**src/rtl/gear_shift_ctrl.sv**
```systemverilog
// Sequential gearbox shift controller: debounced paddles -> timed, exclusive up/down solenoid pulses + lockout.
// Latency: actuator rises DEBOUNCE_CYCLES+3 clocks after a stable press; presses while busy are rejected, never queued.
module gear_shift_ctrl #(
    parameter int NUM_GEARS            = 6,
    parameter int GEAR_W               = 4,
    parameter int CNT_W                = 32,
    parameter int DEBOUNCE_CYCLES      = 500000,
    parameter int UP_PULSE_CYCLES      = 5000000,
    parameter int DOWN_PULSE_CYCLES    = 5000000,
    parameter int NEUTRAL_PULSE_CYCLES = 2500000,
    parameter int LOCKOUT_CYCLES       = 1000000
) (
    input  logic                 clk,
    input  logic                 rst_n,
    input  logic                 up_btn,
    input  logic                 down_btn,
    input  logic                 neutral_btn,
    output logic                 up_act,
    output logic                 down_act,
    output logic [GEAR_W-1:0]    gear,
    output logic [NUM_GEARS:0]   gear_led,
    output logic                 busy,
    output logic                 reject
);

    localparam int LED_W = NUM_GEARS + 1;
    localparam int DB_W  = $clog2(DEBOUNCE_CYCLES + 1);

    localparam logic [CNT_W-1:0]  L_UP    = CNT_W'(UP_PULSE_CYCLES - 1);
    localparam logic [CNT_W-1:0]  L_DN    = CNT_W'(DOWN_PULSE_CYCLES - 1);
    localparam logic [CNT_W-1:0]  L_NT    = CNT_W'(NEUTRAL_PULSE_CYCLES - 1);
    localparam logic [CNT_W-1:0]  L_LOCK  = CNT_W'(LOCKOUT_CYCLES - 1);
    localparam logic [GEAR_W-1:0] G_ONE   = GEAR_W'(1);
    localparam logic [GEAR_W-1:0] G_TOP   = GEAR_W'(NUM_GEARS);
    localparam logic [DB_W-1:0]   DB_LAST = DB_W'(DEBOUNCE_CYCLES - 1);

    typedef enum logic [2:0] {
        S_IDLE,
        S_PULSE_UP,
        S_PULSE_DOWN,
        S_PULSE_NEUTRAL,
        S_LOCKOUT
    } state_t;

    // Button lanes: bit 0 = up, bit 1 = down, bit 2 = neutral
    logic [2:0]      w_raw;
    logic [2:0]      r_sync1;
    logic [2:0]      r_sync2;
    logic [2:0]      r_db;
    logic [2:0]      r_db_q;
    logic [2:0]      r_press;
    logic [DB_W-1:0] r_db_cnt [3];

    assign w_raw = {neutral_btn, down_btn, up_btn};

    always_ff @(posedge clk or negedge rst_n) begin
        if (!rst_n) begin
            r_sync1 <= '0;
            r_sync2 <= '0;
            r_db    <= '0;
            r_db_q  <= '0;
            r_press <= '0;
            for (int i = 0; i < 3; i++) begin
                r_db_cnt[i] <= '0;
            end
        end else begin
            r_sync1 <= w_raw;
            r_sync2 <= r_sync1;
            r_db_q  <= r_db;
            r_press <= r_db & ~r_db_q;
            for (int i = 0; i < 3; i++) begin
                if (r_sync2[i] == r_db[i]) begin
                    r_db_cnt[i] <= '0;
                end else if (r_db_cnt[i] == DB_LAST) begin
                    r_db[i]     <= r_sync2[i];
                    r_db_cnt[i] <= '0;
                end else begin
                    r_db_cnt[i] <= r_db_cnt[i] + DB_W'(1);
                end
            end
        end
    end

    logic w_up_ev;
    logic w_dn_ev;
    logic w_nt_ev;
    logic w_any_ev;

    assign w_up_ev  = r_press[0];
    assign w_dn_ev  = r_press[1];
    assign w_nt_ev  = r_press[2];
    assign w_any_ev = |r_press;

    state_t            r_state;
    state_t            w_state_nxt;
    logic [CNT_W-1:0]  r_cnt;
    logic [CNT_W-1:0]  w_cnt_nxt;
    logic [GEAR_W-1:0] r_gear;
    logic [GEAR_W-1:0] w_gear_nxt;
    logic [LED_W-1:0]  r_gear_led;
    logic              r_auto;
    logic              w_auto_nxt;
    logic              w_reject_nxt;
    logic              r_reject;
    logic              r_up_act;
    logic              r_down_act;

    always_comb begin
        w_state_nxt  = r_state;
        w_cnt_nxt    = (r_cnt != '0) ? r_cnt - CNT_W'(1) : '0;
        w_gear_nxt   = r_gear;
        w_auto_nxt   = r_auto;
        w_reject_nxt = 1'b0;
        case (r_state)
            S_IDLE: begin
                if (w_up_ev && w_dn_ev) begin
                    w_reject_nxt = 1'b1;
                end else if (w_dn_ev) begin
                    if (r_gear == '0) begin
                        w_state_nxt = S_PULSE_DOWN;
                        w_gear_nxt  = G_ONE;
                        w_cnt_nxt   = L_DN;
                    end else if (r_gear > G_ONE) begin
                        w_state_nxt = S_PULSE_DOWN;
                        w_gear_nxt  = r_gear - G_ONE;
                        w_cnt_nxt   = L_DN;
                    end else begin
                        w_reject_nxt = 1'b1;
                    end
                end else if (w_up_ev) begin
                    if (r_gear != '0 && r_gear < G_TOP) begin
                        w_state_nxt = S_PULSE_UP;
                        w_gear_nxt  = r_gear + G_ONE;
                        w_cnt_nxt   = L_UP;
                    end else begin
                        w_reject_nxt = 1'b1;
                    end
                end else if (w_nt_ev) begin
                    if (r_gear == G_ONE) begin
                        w_state_nxt = S_PULSE_NEUTRAL;
                        w_gear_nxt  = '0;
                        w_cnt_nxt   = L_NT;
                    end else if (r_gear != '0) begin
                        w_auto_nxt  = 1'b1;
                        w_state_nxt = S_PULSE_DOWN;
                        w_gear_nxt  = r_gear - G_ONE;
                        w_cnt_nxt   = L_DN;
                    end else begin
                        w_reject_nxt = 1'b1;
                    end
                end
            end
            S_PULSE_UP, S_PULSE_DOWN, S_PULSE_NEUTRAL: begin
                w_reject_nxt = w_any_ev;
                if (w_up_ev || w_dn_ev) begin
                    w_auto_nxt = 1'b0;
                end
                if (r_cnt == '0) begin
                    w_state_nxt = S_LOCKOUT;
                    w_cnt_nxt   = L_LOCK;
                end
            end
            S_LOCKOUT: begin
                w_reject_nxt = w_any_ev;
                // An abort press landing on the final lockout cycle still cancels the step-down
                if (w_up_ev || w_dn_ev) begin
                    w_auto_nxt = 1'b0;
                end
                if (r_cnt == '0) begin
                    if (w_auto_nxt && r_gear > G_ONE) begin
                        w_state_nxt = S_PULSE_DOWN;
                        w_gear_nxt  = r_gear - G_ONE;
                        w_cnt_nxt   = L_DN;
                    end else if (w_auto_nxt && r_gear == G_ONE) begin
                        w_state_nxt = S_PULSE_NEUTRAL;
                        w_gear_nxt  = '0;
                        w_auto_nxt  = 1'b0;
                        w_cnt_nxt   = L_NT;
                    end else begin
                        w_state_nxt = S_IDLE;
                    end
                end
            end
            default: begin
                w_state_nxt = S_IDLE;
            end
        endcase
    end

    always_ff @(posedge clk or negedge rst_n) begin
        if (!rst_n) begin
            r_state    <= S_IDLE;
            r_cnt      <= '0;
            r_gear     <= '0;
            r_gear_led <= LED_W'(1);
            r_auto     <= 1'b0;
            r_reject   <= 1'b0;
            r_up_act   <= 1'b0;
            r_down_act <= 1'b0;
        end else begin
            r_state    <= w_state_nxt;
            r_cnt      <= w_cnt_nxt;
            r_gear     <= w_gear_nxt;
            r_gear_led <= LED_W'(1) << w_gear_nxt;
            r_auto     <= w_auto_nxt;
            r_reject   <= w_reject_nxt;
            r_up_act   <= (w_state_nxt == S_PULSE_UP) || (w_state_nxt == S_PULSE_NEUTRAL);
            r_down_act <= (w_state_nxt == S_PULSE_DOWN);
        end
    end

    assign up_act   = r_up_act;
    assign down_act = r_down_act;
    assign gear     = r_gear;
    assign gear_led = r_gear_led;
    assign busy     = (r_state != S_IDLE);
    assign reject   = r_reject;

endmodule

```
**config.mk**
```make
export PLATFORM = sky130hd
export DESIGN_NAME = gear_shift_ctrl
export DESIGN_NICKNAME = d
export VERILOG_FILES = /design/src/rtl/gear_shift_ctrl.sv
export SDC_FILE = /design/constraint.sdc
export NUM_CORES = 1
export LEC_CHECK = 0
export CAP_MARGIN = 30
export CORE_ASPECT_RATIO = 1.75
export CORE_UTILIZATION = 53
export DETAILED_ROUTE_END_ITERATION = 6
export PLACE_DENSITY = 0.81
export SYNTH_ARGS = -nofsm -noshare
export SYNTH_HDL_FRONTEND = slang
export SYNTH_SLANG_ARGS = --single-unit
```
**constraint.sdc**
```tcl
create_clock -name clk -period 3.7 [get_ports clk]
set_input_delay 0.74 -clock clk [delete_from_list [all_inputs] [get_ports clk]]
set_output_delay 0.74 -clock clk [all_outputs]
set_load 0.02 [all_outputs]
```
==> impl_metrics.yaml, run 1 <==
synth:
  async_reset_ff_share_pct: 100.0
  synth.net_count: 667
  ys_ff_latch: 122
  synth-warning-count: 0
  synth_ff_type: "dfrtp_1"
  syn-cell-area_sq_um: 6181
  postSynthCellCount: 654
  synth-seq-area-share_pct: 49.41
  yosysUniqueCellTypes: 64
  synth_edf_count: 0
  syn_avg_cell_area_sq_um: 9.451
sta:
  final_hold_viol_count: 0
  tns_ns: 0
  setup_viol: 0
  fin_crit_ns: 3.277
  fmax_mhz: 305.2
  slew_headroom_pct: 50.39
  finalClockSkew_ns: 0.008869
  worstMarginPinSlew_ns: 0.7442
  holdWs_ns: 0.2035
  rsz0062_at_grt: "false"
  slew_viol_final: 0
  finalCritPeriodShare_pct: 88.56
clock_network:
  cts_buffers: 17
  cts.sinks: 122
  cts-hold-fix-buffers: 0
  clock_path_buffers: 2
  clk_latency_ns: 0.42
  root_buffer: "clkbuf_16"
  cts_tree: "yes"
  clk_pin_slew_ns: 0.06
  htree_levels: 4
  cts_setup_buffers: 0
  post_cts_resized: 0
floorplan:
  rows: 51
  die_h_um: 144.9
  dieArea_sq_um: 12120
  core_area_sq_um: 11230
  start_util_pct: 55.04
  dieWidth_um: 83.64
  io_pins: 20
critical_path:
  required_ns: 2.96
  crit_path_start_kind: "register"
  cp_max_fo: 15
  ff2ff_path_depth: 8
  timing.rr.start: "r_cnt[3]$_DFF_PN0_"
  r2r_slack_ns: 0.74
  setup.worst_path.start: "r_state[0]$_DFF_PN0_"
  criticalPathCategory: "register to output port"
  end_kind: "output port"
  r2r-end: "gear_led[1]$_DFF_PN0_"
  setup.worst_path.end: "busy"
  cp.arrival_ns: 2.54
detailed_routing:
  drc_errors: 0
  postRouteAntennaNets: 0
  drt-initial-drc-count: 220
  dr.pass1.iters: 5
  vias: 4919
  via_per_inst: 5.970
  wl_um: 13680
  wl_per_cell_um: 16.61
global_routing:
  grt_max_degree: 63
  antenna_found_initial: 0
  grt_pass1_wl_um: 23080
  grt_pass1_vias: 5063
  overflow: 0
  track_usage_pct: 24.09
hold_path:
  worstHoldPathType: "primary input to asynchronous set/reset pin"
place:
  gp_congestion: 0.8588
  port_buffers: 19
  dp_hpwl_um: 9772
cells_and_area:
  nFillCells: 915
  synthToLayoutAreaGrowth_pct: 14.86
  drive_gt1_share_pct: 9.249
  n_antenna_cell: 0
  layout.nets: 692
status:
  status: "finished clean"
pwr:
  powerDensity_nw_per_um2: 430.6
  leakage_nw: 3.265
  ir_worst_vdd_uv: 410.3
run:
  maxCapViolations: 0
logic make-up after synthesis:
family,after synthesis,share of synthesized area (%)
muxes,4,0.7287
and+or+nand+nor,310,25.02
DFF,122,49.41
xor gates and xnor gates,76,10.77
buffers and inverters,38,2.368
adders and majority gates,8,1.619
AOI/OAI and AO/OA,96,10.08
synthesized netlist by cell type (3+ instances only):
master | number | area [sq um]
dfrtp_1 | 121 | 3028
nor2_1 | 100 | 375.4
nand2_1 | 51 | 191.4
xor2_1 | 43 | 376.6
nand3_1 | 38 | 190.2
o21ai_0 | 38 | 190.2
nor3_1 | 37 | 185.2
xnor2_1 | 33 | 289.0
clkbuf_1 | 19 | 71.32
inv_1 | 15 | 56.30
a21oi_1 | 14 | 70.07
nor4_1 | 11 | 68.82
or3_1 | 11 | 68.82
and3_1 | 8 | 50.05
ha_1 | 8 | 100.1
nand2b_1 | 7 | 43.79
o211ai_1 | 7 | 52.55
or2_2 | 7 | 43.79
nand4_1 | 6 | 37.54
nor2b_1 | 6 | 37.54
and2_1 | 5 | 31.28
a31oi_1 | 4 | 25.02
and4_1 | 4 | 35.03
mux2_2 | 4 | 45.04
a22o_1 | 3 | 26.28
nor3b_1 | 3 | 22.52
o22ai_1 | 3 | 18.77
per-stage QoR:
stage,total power [mW],std cells,setup WS [ns],util (%),cell area (sq um)
global placement,1.436,792,0.8177,57.94,6507
floorplan,1.402,654,1.183,-,6181
detailed placement,1.439,792,0.7441,57.94,6507
CTS,3.082,824,0.4297,63.21,7099
finish,3.057,824,0.4232,63.21,7099
global route,3.153,824,0.3705,63.21,7099
how the worst min path moves through the flow:
stage / start / endpoint / depth (start not counted)
5_1_grt: rst_n / r_db_cnt[29]$_DFF_PN0_ / 1
3_5_place_dp: r_sync1[0]$_DFF_PN0_ / r_sync2[0]$_DFF_PN0_ / 0
4_1_cts: rst_n / r_db_cnt[30]$_DFF_PN0_ / 1
2_1_floorplan: r_sync1[0]$_DFF_PN0_ / r_sync2[0]$_DFF_PN0_ / 0
6_report: rst_n / r_db_cnt[30]$_DFF_PN0_ / 1
3_3_place_gp: r_sync1[2]$_DFF_PN0_ / r_sync2[2]$_DFF_PN0_ / 0
per-layer routing:
| metal | vias to the layer above | part of all wire (%) | track usage, % |
|---|---|---|---|
| li1 | 2345 | - | - |
| met2 | 108 | 55 | 44.84 |
| met3 | 47 | 3.0 | 5.162 |
| met5 | - | 0 | 0 |
| met4 | 0 | 4.3 | 14.63 |
| met1 | 2419 | 38 | 24.49 |
worst max-delay path, stage by stage, from the launching register on:
cell,delay (ns)
dfrtp_1,0.40
or2_2,0.42
nor2_1,0.41
inv_1,0.28
clkdlybuf4s50_1,0.60
power by group:
part | switching, mW | internal (mW)
sequential | 0.00994 | 1.35
clock | 0.637 | 1.01
combinational | 0.0421 | 0.0148
sequential cells by signal, indices dropped and copies added (netlist names):
name	count
r_sync1	3
gear	4
r_db_q	3
r_state	3
r_auto	1
r_press	3
r_cnt	32
reject	1
gear_led	7
r_sync2	3
r_db	3
down_act	1
r_db_cnt	57
up_act	1
cell type report:
cell class              count  area, sq um  share of cell area [%]
clock inverters            14        162.7                   2.291
repair buffers             26        240.2                   3.384
clock buffers              18        429.2                   6.045
multi-input cells         494         2980                   41.98
inverters                  18        67.56                  0.9517
flip-flops and latches    122         3054                   43.02
well taps                 132        165.2                   2.326
placed cells by master, fill, tap and decap left out, types with 15 or more instances in the layout:
master,synthesis,layout
nand2_1,51,51
inv_1,15,15
nand3_1,38,38
xor2_1,43,43
nor2_1,100,100
nor3_1,37,37
dfrtp_1,121,121
clkdlybuf4s50_1,0,18
xnor2_1,33,33
clkbuf_16,0,17
o21ai_0,38,38
(Power assumes the default switching activity.)
==> inputs of run 2 (changes only) <==
Settings changed: DONT_BUFFER_PORTS from default to 1, PLACE_DENSITY 0.81 to 0.79.
==> run 2 against run 1 <==
Fmax up 5.6%. Critical path depth rose by 5. Global-route usage is 0.10 points lower. Clock skew increased by 0.0029 ns. Worst setup slack better by 0.17 ns. Cell count is 2.5% lower. Largest cell class unchanged. Non-clock buffer count down 21.
==> impl_metrics.yaml, run 2 (synthesized netlist as in run 1, its figures left out) <==
status:
  status: "finished clean"
floorplan:
  die_h_um: 144.9
  io_pins: 20
  core_area_sq_um: 11230
  dieWidth_um: 83.64
  dieArea_sq_um: 12120
  rows: 51
  start_util_pct: 55.04
sta:
  slew_viol_final: 0
  finalCritPeriodShare_pct: 83.88
  setup_viol: 0
  holdWs_ns: 0.02410
  finalClockSkew_ns: 0.01181
  slew_headroom_pct: 40.17
  worstMarginPinSlew_ns: 0.8863
  rsz0062_at_grt: "false"
  tns_ns: 0
  fin_crit_ns: 3.103
  final_hold_viol_count: 0
  fmax_mhz: 322.2
global_routing:
  grt_pass1_wl_um: 22780
  antenna_found_initial: 0
  overflow: 0
  grt_max_degree: 123
  grt_pass1_vias: 4992
  track_usage_pct: 23.99
clock_network:
  htree_levels: 4
  clock_path_buffers: 2
  root_buffer: "clkbuf_16"
  clk_latency_ns: 0.42
  cts_tree: "yes"
  post_cts_resized: 0
  cts.sinks: 122
  clk_pin_slew_ns: 0.06
  cts-hold-fix-buffers: 0
  cts_setup_buffers: 0
  cts_buffers: 17
critical_path:
  criticalPathCategory: "register to register"
  end_kind: "register"
  r2r_slack_ns: 0.60
  crit_path_start_kind: "register"
  r2r-end: "gear_led[2]$_DFF_PN0_"
  required_ns: 4.02
  cp.arrival_ns: 3.42
  cp_max_fo: 9
  timing.rr.start: "gear[0]$_DFF_PN0_"
  ff2ff_path_depth: 9
  setup.worst_path.start: "gear[0]$_DFF_PN0_"
place:
  gp_congestion: 0.9487
  port_buffers: 0
  dp_hpwl_um: 9275
detailed_routing:
  drc_errors: 0
  wl_per_cell_um: 16.92
  vias: 4880
  postRouteAntennaNets: 0
  dr.pass1.iters: 5
  via_per_inst: 6.077
  drt-initial-drc-count: 239
  wl_um: 13590
cells_and_area:
  layout_common_cells: "dfrtp_1 (121), nor2_1 (100), nand2_1 (51)"
  layout.nets: 671
  regMostFlops: "r_db_cnt"
  n_antenna_cell: 0
  fin_util_pct: 61.49
  synthToLayoutAreaGrowth_pct: 11.72
  drive_gt1_share_pct: 9.240
  largest_register_ffs: 57
  layout.cells.most_common: "dfrtp_1"
run:
  maxCapViolations: 0
hold_path:
  worstHoldPathType: "primary input to asynchronous set/reset pin"
pwr:
  powerDensity_nw_per_um2: 444.7
  leakage_nw: 3.184
  p_total_mw: 3.071
  ir_worst_vdd_uv: 392.6
run 2: cell types whose count changed in the layout (fill, tap and decap cells not counted):
cell and change:
buf_4 -3, clkbuf_1 -1, clkdlybuf4s50_1 -18, clkinv_2 -1, clkinv_4 -5, clkinvlp_4 +2
inv_6 +4, inv_8 +1
run 2: worst max path at each step:
stage                                  endpoint  slack [ns]
final                     gear_led[2]$_DFF_PN0_        0.60
after detailed placement  gear_led[2]$_DFF_PN0_        0.72
after floorplan           gear_led[1]$_DFF_PN0_        1.18
after global placement    gear_led[3]$_DFF_PN0_        0.82
after global routing      gear_led[2]$_DFF_PN0_        0.46
after CTS                 gear_led[2]$_DFF_PN0_        0.70
run 2: metrics by stage:
step | cell area (sq um) | worst slack, ns | std cells
global placement | 6305 | 0.8175 | 771
detailed placement | 6305 | 0.7183 | 771
floorplan | 6181 | 1.183 | 654
CTS | 6905 | 0.6957 | 803
global route | 6905 | 0.4579 | 803
finish | 6905 | 0.5965 | 803
run 2: final cells by class:
| type | instances | area [sq um] |
|---|---|---|
| fill | 891 | 4325 |
| sequential | 122 | 3054 |
| multi-input combinational | 494 | 2980 |
| clock buffer | 17 | 425.4 |
| clock inverter | 15 | 175.2 |
| tap | 132 | 165.2 |
| inverter | 18 | 67.56 |
| timing repair buffer | 5 | 37.54 |
run 2: critical path, cell delays in order, from the launching register on:
cell	delay, ns
dfrtp_1	0.65
inv_1	0.14
ha_1	0.31
or2_2	0.32
a21boi_0	0.54
and2_1	0.24
nand2_1	0.10
o211ai_1	0.34
nand2b_1	0.16
nor3_1	0.20
run 2: power breakdown:
part | internal (mW) | total, mW | switching, mW | leakage, nW
clock network | 1.02 | 1.69 | 0.670 | 0.287
logic | 0.0101 | 0.0279 | 0.0179 | 1.22
registers | 1.35 | 1.36 | 0.0104 | 1.68
run 2: layer usage:
metal	wire length [um]	vias up	global-route usage, %
met1	5107	2398	24.34
met2	7389	136	44.12
li1	-	2295	-
met5	0	-	0
met4	618	0	16.24
met3	472	51	4.878
